## src/rtl/systolic_mac_array.sv

```systemverilog
// Output-stationary SIZE x SIZE systolic MAC array computing C = A*B from skewed edge beats.
// Define SA_SIGNED_EN for two's-complement signed operands; unsigned arithmetic otherwise.
module systolic_mac_array #(
  parameter int unsigned WIDTH = 4,
  parameter int unsigned SIZE  = 3,
  parameter int unsigned ACCW  = 2*WIDTH + $clog2(SIZE)
) (
  input  logic                       clock,
  input  logic                       nreset,
  input  logic                       start,
  input  logic [SIZE*WIDTH-1:0]      a_in,
  input  logic [SIZE*WIDTH-1:0]      b_in,
  input  logic                       in_valid,
  output logic                       in_ready,
  output logic                       busy,
  output logic [SIZE*SIZE*ACCW-1:0]  result,
  output logic                       result_valid,
  input  logic                       result_ready
);

  localparam int unsigned CW = $clog2(3*SIZE);
  localparam logic [CW-1:0] LAST_BEAT = CW'(2*SIZE - 2);
  localparam logic [CW-1:0] LAST_ADV  = CW'(3*SIZE - 3);

  typedef enum logic [1:0] {IDLE, RUN, DRAIN, DONE} state_t;

  state_t          state;
  logic [CW-1:0]   cnt;
  logic            advance;
  logic            clear;
  logic            drain;

  assign drain   = (state == DRAIN);
  assign advance = ((state == RUN) && in_valid) || drain;
  assign clear   = (state == IDLE) && start;

  // Control: beat/drain counting and registered handshake outputs
  always_ff @(posedge clock or negedge nreset) begin
    if (!nreset) begin
      state        <= IDLE;
      cnt          <= '0;
      in_ready     <= 1'b0;
      busy         <= 1'b0;
      result_valid <= 1'b0;
    end else begin
      case (state)
        IDLE: begin
          if (start) begin
            state    <= RUN;
            cnt      <= '0;
            in_ready <= 1'b1;
            busy     <= 1'b1;
          end
        end
        RUN: begin
          if (in_valid) begin
            cnt <= cnt + CW'(1);
            if (cnt == LAST_BEAT) begin
              in_ready <= 1'b0;
              if (SIZE == 1) begin
                state        <= DONE;
                busy         <= 1'b0;
                result_valid <= 1'b1;
              end else begin
                state <= DRAIN;
              end
            end
          end
        end
        DRAIN: begin
          cnt <= cnt + CW'(1);
          if (cnt == LAST_ADV) begin
            state        <= DONE;
            busy         <= 1'b0;
            result_valid <= 1'b1;
          end
        end
        DONE: begin
          if (result_ready) begin
            state        <= IDLE;
            result_valid <= 1'b0;
          end
        end
        default: begin
          state <= IDLE;
        end
      endcase
    end
  end

  // Processing element grid; edge lanes take zeros while draining
  for (genvar gi = 0; gi < SIZE; gi++) begin : g_row
    for (genvar gj = 0; gj < SIZE; gj++) begin : g_col
      logic [WIDTH-1:0] a_reg;
      logic [WIDTH-1:0] b_reg;
      logic [ACCW-1:0]  acc;
      logic [WIDTH-1:0] a_left;
      logic [WIDTH-1:0] b_top;
      logic [ACCW-1:0]  prod;

      if (gj == 0) begin : g_a_edge
        assign a_left = drain ? '0 : a_in[gi*WIDTH +: WIDTH];
      end else begin : g_a_inner
        assign a_left = g_row[gi].g_col[gj-1].a_reg;
      end

      if (gi == 0) begin : g_b_edge
        assign b_top = drain ? '0 : b_in[gj*WIDTH +: WIDTH];
      end else begin : g_b_inner
        assign b_top = g_row[gi-1].g_col[gj].b_reg;
      end

`ifdef SA_SIGNED_EN
      assign prod = ACCW'($signed(a_left)) * ACCW'($signed(b_top));
`else
      assign prod = ACCW'(a_left) * ACCW'(b_top);
`endif

      always_ff @(posedge clock or negedge nreset) begin
        if (!nreset) begin
          a_reg <= '0;
          b_reg <= '0;
          acc   <= '0;
        end else if (clear) begin
          a_reg <= '0;
          b_reg <= '0;
          acc   <= '0;
        end else if (advance) begin
          a_reg <= a_left;
          b_reg <= b_top;
          acc   <= acc + prod;
        end
      end

      assign result[(gi*SIZE + gj)*ACCW +: ACCW] = acc;
    end
  end

endmodule

```

## config.mk

```make
export PLATFORM = sky130hd
export DESIGN_NAME = systolic_mac_array
export DESIGN_NICKNAME = d
export VERILOG_FILES = /design/src/rtl/systolic_mac_array.sv
export SDC_FILE = /design/constraint.sdc
export NUM_CORES = 1
export LEC_CHECK = 0
export BUFFER_PORTS_ARGS = -buffer_cell sky130_fd_sc_hd__clkbuf_2
export CORE_UTILIZATION = 50
export CTS_CLUSTER_DIAMETER = 30
export DETAILED_ROUTE_END_ITERATION = 10
export PLACE_DENSITY = 0.69
export SKIP_CTS_REPAIR_TIMING = 1
export SLEW_MARGIN = 40
export SYNTH_ARGS = -nofsm -noshare
export SYNTH_HDL_FRONTEND = slang
export SYNTH_SLANG_ARGS = --single-unit
```

## constraint.sdc

```tcl
create_clock -name clock -period 12.19 [get_ports clock]
set_input_delay 2.438 -clock clock [delete_from_list [all_inputs] [get_ports clock]]
set_output_delay 2.438 -clock clock [all_outputs]
set_load 0.02 [all_outputs]
```

==> results.md, run 1 <==
* I/O pin total at between 100 and 150
* Core region area at around 25000 um2
* Hold Vio Cnt, Final at 0
* EDFF count, synth at 0
* Layout Cells excl Fill at about 1800
* Drt pass-1 iters at 8
* WHS Endpoint: cnt[3]
* Pre-CTS worst setup slack at between 6 and 7 ns
* Post-route DRC violation count at 1
* Routed WL per cell at ~16 um
* Max Freq at around 180 MHz
* Largest net degree at the start of global routing at a little under 80
* Register area share after synthesis at ~29%
* Sum Neg Setup Slack at 0 ns
* Worst-margin pin slew at 0.793 ns
* Post-synth ARST share at 100%
* Initial antenna violation count at 0
* CTS tree: built
* CTS root buffer: clkbuf_16
* FF-to-FF setup slack at 7.81 ns
* Fin Clk Skew at approximately 0.0075 ns
* Comb pwr share at between 50% and 60%
* Clk sinks at 147
* Count of cell types in the netlist at 54
* Site Rows at 58
* Global-route wire length before repair at approximately 49000 um
* Synthesized Nets at approximately 1600
* Cell count after synthesis at around 1300
* Reg2reg start: state[0]
* Slew Viols, Final at 0
* Total wire length at 28400 um
* N_diodes at 0
* Worst hold stages at 1
* Final setup violation count at 0
* First DRT Iteration DRCs at 560
* Vias in the first global route at 9830
* Total GRT Usage at 23.3%
* Die width at ~160 um
* Period minus WS final at ~5.5 ns
* PortBufs at 121
* Post-DRT Antenna Nets at 0
* Critical path class: in2reg
* Worst-Skew Late Latency at around 0.43 ns
* Syn Area/Cell at between 9 and 10 um2
* GRT overflow at 0
* Crit. Startpoint: a_in[5]
* Pleak at 7.51 nW
* RSZ-0062 raised after global routing: false
* Vert. Die Dim at 162 um
* CP Capture Type: flop
* Warnings from Yosys at 0
* Reg2reg path depth at 15
* Reg clk slew, reported paths at approximately 0.06 ns
* Via/cell ratio at approximately 5.4
* Filler cells at approximately 2300
* Routability cong. at between 0.8 and 0.9
* Sw frac at between 40% and 50%
* Hold Path Class: reg2reg
* Internal at roughly 1.8 mW
* Yosys reg bits at between 100 and 150
* Sequential share of power at 25.7%
* Inst Count DP at between 1500 and 2000
* Crit share post-route at 45.2%
* Sw Pwr at between 1.5 and 2 mW
* Setup slack after layout at about 6.7 ns
* CTS max path bufs at 2
* Hold wc startpoint: cnt[3]
* Status: complete, but fails checks
* Critical Path RT at ~12 ns
* Top FF cell, synth: dfrtp_1
* CTS H-tree lvls at 4
* Failing checks: design-rule violations
* Power Density at around 240 nW/um2
* Cts bufs inserted at 17
* Critical Path Source Type: input pin
* Syn Std Cell Area at about 13000 um2
* Max-Slew Margin vs Limit at about 47%
* Post-DP HPWL at approximately 21000 um
* Worst endpoint data arrival time at roughly 5.8 ns
* Area grow syn2layout at 11.9%
* Via Count at 9726
* R2r endpoint: g_row[0].g_col[1].acc[8]
* Layout cells sized above 1 at 11.8%
* Nets@finish at approximately 1700
* Max reg flops at 90
* Peak VDD IR at ~0.00013 V
* Starting density of the core at 50.8%
* Critical path peak fanout at 5
* Clock share of power at ~17%
* Total die area at 26200 um2
* Max-cap viol count at 0
## synth_stat cells (27+ instances only)
| master | count | area, um2 |
|---|---|---|
| a21oi_1 | 47 | 235 |
| a22o_1 | 76 | 666 |
| and2_1 | 109 | 682 |
| dfrtp_1 | 147 | 3680 |
| fa_1 | 81 | 1620 |
| ha_1 | 169 | 2110 |
| inv_1 | 219 | 822 |
| nand2_1 | 95 | 357 |
| nor2_1 | 29 | 109 |
| nor3_1 | 27 | 135 |
| o21ai_0 | 62 | 310 |
| xor2_1 | 35 | 307 |
## how the worst max path moves through the flow
stage                               endpoint  slack (ns)  cells after the start
finish              g_row[1].g_col[0].acc[9]        6.68                     13
global route        g_row[2].g_col[0].acc[7]        6.47                     13
CTS                 g_row[1].g_col[0].acc[9]        6.74                     13
detailed placement  g_row[2].g_col[0].acc[7]        6.29                     13
global placement    g_row[2].g_col[0].acc[7]        6.36                     13
floorplan           g_row[2].g_col[0].acc[7]        6.71                     12
## cells by family (layout without fill, tap and decap cells)
logic type	count (synthesis)	count (layout)	share of synthesized area, %
mux	5	5	0.412
flops	147	147	28.8
fa+ha+maj	250	250	29.3
xor+xnor	42	42	2.88
buf+inv	254	379	7.95
compound gates	303	303	16.4
simple gates	336	336	14.3
## metal layers
layer	vias to the layer above	wire, um	GRT usage, %
li1	4740	-	-
met1	4737	13200	31.6
met2	222	13600	39.1
met3	27	1220	3.37
met4	0	361	5.96
met5	-	0	0
## area by class of cell
type	count	area, um2	share of cell area [%]
Tap cell	330	413	2.89
Clock inverter	11	150	1.05
Timing Repair Buffer	127	663	4.64
Inverter	220	826	5.78
Multi-Input combinational cell	936	8080	56.6
Clock buffer	21	470	3.29
Sequential cell	147	3680	25.8
## placed cells by master, fill, tap and decap left out, types with 5 or more instances in the layout
cell,synthesis,routed
a211oi_1,15,15
a21o_1,16,16
a21oi_1,47,47
a22o_1,76,76
a31oi_1,13,13
and2_1,109,109
buf_4,4,5
clkbuf_16,0,17
clkbuf_2,1,120
dfrtp_1,147,147
fa_1,81,81
ha_1,169,169
inv_1,219,219
nand2_1,95,94
nand3_1,8,8
nor2_1,29,29
nor2b_1,26,26
nor3_1,27,27
nor4b_1,11,11
o21ai_0,62,62
o21ai_1,26,26
o21bai_1,16,16
o31ai_1,5,5
or3_1,12,12
xnor2_1,7,7
xor2_1,35,35
## worst max-delay path: stages
cell	delay, ns
clkbuf_2	0.09
nor2b_1	0.34
nand2_1	0.13
fa_1	0.54
fa_1	0.43
fa_1	0.49
inv_1	0.04
ha_1	0.33
a211oi_1	0.37
o21ai_1	0.13
a31oi_1	0.25
or3_1	0.14
a21oi_1	0.06
## stage by stage
stage	total power [mW]	hold WS [ns]	instance area [um2]	util (%)
floorplan	2.32	0.438	12800	-
global placement	2.76	0.468	13700	54.4
detailed placement	2.82	0.466	13700	54.4
CTS	3.40	0.477	14300	56.9
global route	3.70	0.506	14300	56.9
finish	3.37	0.482	14300	56.9
## power groups by stage
stage / logic, mW / registers [mW] / clock network, mW
after CTS: 1.96 / 0.865 / 0.571
after detailed placement: 1.95 / 0.872 / 0
after global routing: 2.22 / 0.892 / 0.593
final: 1.94 / 0.864 / 0.561
after global placement: 1.89 / 0.870 / 0
after floorplan: 1.40 / 0.913 / 0
(Power assumes the default switching activity.)
==> inputs of run 2 (changes only) <==
--- a/config.mk
+++ b/config.mk
@@ -5,11 +5,12 @@
 export SDC_FILE = /design/constraint.sdc
 export NUM_CORES = 1
 export LEC_CHECK = 0
+export ABC_AREA = 1
 export BUFFER_PORTS_ARGS = -buffer_cell sky130_fd_sc_hd__clkbuf_2
 export CORE_UTILIZATION = 50
 export CTS_CLUSTER_DIAMETER = 30
 export DETAILED_ROUTE_END_ITERATION = 10
-export PLACE_DENSITY = 0.69
+export PLACE_DENSITY = 0.72
 export SKIP_CTS_REPAIR_TIMING = 1
 export SLEW_MARGIN = 40
 export SYNTH_ARGS = -nofsm -noshare
==> constraint.sdc (replaced) <==
create_clock -name clock -period 5.05 [get_ports clock]
set_input_delay 1.01 -clock clock [delete_from_list [all_inputs] [get_ports clock]]
set_output_delay 1.01 -clock clock [all_outputs]
set_load 0.02 [all_outputs]
==> run 2 against run 1 <==
  * Synthesized cell count is 25% higher
  * Count of clock-buffer cells in the layout is 1 lower
  * Cell count is 19% higher
  * The run now ends clean
  * Via count is 10% higher
  * Combinational power is 94% higher
  * Sequential share of layout area is 0.25 points lower
  * Power is 110% higher
  * Non-clock buffer count is 3 higher
  * Critical path depth is 4 higher
  * Setup slack worse by 5.7 ns
  * Global-route usage is 0.64 points higher
  * First-iteration DRC count is 1.3% lower
==> results.md, run 2 <==
* Yosys reg bits at 147 (unchanged)
* Worst path cell trace: inv_1 > ha_1 > inv_2 > nand2_1 > nor2_1 > fa_1 > ha_1 > inv_1 > fa_1 > inv_1 > ha_1 > a21oi_1 > nand2_1 > nand2_1 > nand2_1 > a21oi_1 > nor2_1
* Syn Area/Cell at 7.73 um2 (-19%)
* Power Density at 484 nW/um2 (+110%)
* Status: completed
* Hold Slack at 0.477 ns (-0.00572 ns)
* Critical path's most frequent cell: nand2_1
* Sw Pwr at 3.39 mW (+110%)
* Hold Vio Cnt, Final at 0 (unchanged)
* Clk sinks at 147 (unchanged)
* Nets@finish at 2064 (+19%)
* RSZ-0062 raised after global routing: false
* Util after Layout at 57.1% (+0.23 points)
* Final setup violation count at 0 (unchanged)
* Largest family of logic cells by synthesized area: adder cells
* Max-cap viol count at 0 (unchanged)
* Reg clk slew, reported paths at 0.07 ns (about the same)
* Site Rows at 58 (unchanged)
* Pre-CTS worst setup slack at 1.05 ns (-5.23 ns)
* Clock share of power at 18.2% (+1.6 points)
* Crit-path slowest cell: fa_1
* FF-to-FF setup slack at 1.02 ns (-6.79 ns)
* Post-DP HPWL at 22400 um (+6.9%)
* Comb pwr share at 54.1% (-3.6 points)
* Peak VDD IR at 0.000379 V (+200%)
* CP Capture Type: flop
* Total wire length at 29800 um (+5.0%)
* Most frequent cell after synthesis: nand2_1
* Starting density of the core at 51.1% (+0.23 points)
* Crit share post-route at around four fifths
* Post-synth ARST share at 100% (unchanged)
* Synthesized Nets at 1948 (+21%)
* Reg2reg path depth at 17 (+2)
* Hold Path Class: in2async
* EDFF count, synth at 0 (unchanged)
* Cell count after synthesis at 1669 (+25%)
* Largest net degree at the start of global routing at 100 (+28%)
* Critical path class: reg2reg
* Critical Path Source Type: flop
* GRT overflow at 0 (unchanged)
* Count of cell types in the netlist at 29 (-46%)
* Critical Path RT at 5.38 ns (-7.09 ns)
* Met3 usage at 3.49% (+0.12 points)
* Via/cell ratio at 5.04 (-7.1%)
* N_diodes at 0 (unchanged)
* Global-route wire length before repair at 50200 um (+3.1%)
* Cell taking the most area after synthesis: dfrtp_1
* Adder-Cell Fraction of Synth Area at 29.0% (-0.30 points)
* Max reg flops at 90 (unchanged)
* Leading cell type in the layout, fill and taps excluded: nand2_1
* XOR/XNOR Fraction of Synth Area at 0.0679% (-2.8 points)
* Slew Viols, Final at 0 (unchanged)
* Sequential share of power at 27.7% (+2.0 points)
* Simple-Gate Fraction of Synth Area at 20.4% (+6.1 points)
* Max Freq at around 250 MHz
* Reg2reg start: state[0]
* Critical path peak fanout at 37 (+32)
* Core region area at 25300 um2 (+0.58%)
* Max-Slew Margin vs Limit at 47.8% (+0.65 points)
* Register area share after synthesis at 28.5% (-0.29 points)
* First DRT Iteration DRCs at 553 (-1.3%)
* Pleak at 8.88 nW (+18%)
* R2r endpoint: g_row[1].g_col[0].acc[9]
* Syn Std Cell Area at 12900 um2 (+1.0%)
* Layout cells sized above 1 at 9.57% (-2.2 points)
* CTS tree: built
* Most Crowded Layer GR: met2
* Capture point of the worst path: g_row[1].g_col[0].acc[9]
* Top FF cell, synth: dfrtp_1
* Multiplexer share of the synthesized area at 0% (-0.41 points)
* Post-route DRC violation count at 0 (-1)
* Initial antenna violation count at 0 (unchanged)
* Post-DRT Antenna Nets at 0 (unchanged)
* Grt met1 use at 31.5% (-0.14 points)
* Vias in the first global route at 10600 (+7.4%)
* CTS root buffer: clkbuf_16
* Sw frac at 48.6% (+1.1 points)
* CTS max path bufs at 2 (unchanged)
* PortBufs at 121 (unchanged)
* Worst endpoint data arrival time at 4.36 ns (-1.43 ns)
* Routed WL per cell at 14.0 um (-12%)
* Drt pass-1 iters at 4 (-4)
* Fin Clk Skew at 0.0102 ns (+0.00272 ns)
* Sum Neg Setup Slack at 0 ns (unchanged)
* Routability cong. at 0.865 (-1.7%)
* Global routing usage on met2 at 40.4% (+1.3 points)
* Period minus WS final at just over 4 ns
* Warnings from Yosys at 0 (unchanged)
* Worst-margin pin slew at 0.783 ns (-0.00973 ns)
* Vert. Die Dim at 163 um (+0.51%)
* Area grow syn2layout at 11.9% (about the same)
* Total GRT Usage at 23.9% (+0.64 points)
* Cts bufs inserted at 17 (unchanged)
* Internal at 3.59 mW (+100%)
* I/O pin total at 122 (unchanged)
* Synth top area share at 28.5% (-0.29 points)
* Synth area leaders: dfrtp_1 29%, ha_1 16%, fa_1 13%
* Commonest non-fill, non-tap cells in the layout: 410 x nand2_1, 404 x inv_1, 169 x ha_1, 147 x dfrtp_1, 120 x clkbuf_2
* Design Power at 6.98 mW (+110%)
* Crit. Startpoint: state[0]
* Max stage delay on crit path at 0.48 ns (-0.06 ns)
* Die width at 163 um (+0.51%)
* Total die area at 26400 um2 (+1.0%)
* CTS H-tree lvls at 4 (unchanged)
* Synth Area in Compound Gates at 8.83% (-7.6 points)
* Via Count at 10700 (+10%)
* Filler cells at 2349 (+2.5%)
* Post-synth top cells: 411 x nand2_1, 404 x inv_1, 169 x ha_1
* Setup slack after layout at 1.02 ns (-5.67 ns)
* Worst-Skew Late Latency at 0.43 ns (about the same)
==> run 2: cell types whose count changed after synthesis, moves of 16 or more <==
cell | previous run | this run
nor2_1 | 29 | 97
inv_1 | 219 | 404
a21o_1 | 16 | 0
and2_1 | 109 | 0
o22ai_1 | 0 | 38
nand3_1 | 8 | 84
xor2_1 | 35 | 0
nand3b_1 | 0 | 27
nor2b_1 | 26 | 0
a22o_1 | 76 | 23
nand2_1 | 95 | 411
o21bai_1 | 16 | 0
nor3_1 | 27 | 3
==> run 2: cell type report <==
type / count / area (um2) / share of cell area [%]
sequential: 147 / 3680 / 25.5
inverter: 407 / 1530 / 10.6
multi-input combinational: 1082 / 7520 / 52.1
tap: 330 / 413 / 2.86
timing repair buffer: 130 / 707 / 4.90
clock inverter: 12 / 133 / 0.919
clock buffer: 20 / 447 / 3.10
==> run 2: through the flow <==
stage | std cells | area (um2)
5_1_grt | 2128 | 14400
4_1_cts | 2127 | 14400
2_1_floorplan | 1669 | 12900
3_5_place_dp | 2095 | 13800
6_report | 2128 | 14400
3_3_place_gp | 2095 | 13800
==> run 2: cell families after synthesis <==
| kind of cell | count (synthesis) |
|---|---|
| simple gates | 635 |
| buf+inv | 440 |
| fa+ha+maj | 250 |
| compound gates | 196 |
| flops | 147 |
| xor+xnor | 1 |
==> run 2: per-layer routing <==
metal,share of wire [%],vias up
met2,47,243
met5,0,-
met4,2.5,0
met3,4.5,53
met1,46,5023
li1,-,5416
==> run 2: critical path: cells and delay by family, from the launching register on <==
kind	cells	cell delay (ns)
buffers and inverters	4	0.62
AND/OR/NAND/NOR	6	0.79
flip-flops	1	0.40
AO/OA/AOI/OAI	2	0.31
adder cells (fa/ha/maj)	5	1.78
==> run 2: how the worst min path moves through the flow <==
stage                                     to  slack [ns]                      from
floorplan                           state[1]        0.49                  state[1]
global placement    g_row[1].g_col[1].acc[6]        0.49  g_row[1].g_col[1].acc[6]
detailed placement  g_row[2].g_col[2].acc[8]        0.50  g_row[2].g_col[2].acc[8]
global route        g_row[2].g_col[0].acc[8]        0.50                    nreset
finish              g_row[2].g_col[0].acc[8]        0.48                    nreset
CTS                 g_row[2].g_col[0].acc[6]        0.51  g_row[2].g_col[0].acc[6]
==> run 2: power by group through the flow <==
stage               Sequential (mW)  Clock [mW]  Combinational [mW]
floorplan                      2.08           0                2.58
finish                         1.93        1.27                3.77
CTS                            1.93        1.29                3.79
detailed placement             1.95           0                3.76
global route                   1.99        1.34                4.29
global placement               1.94           0                3.66
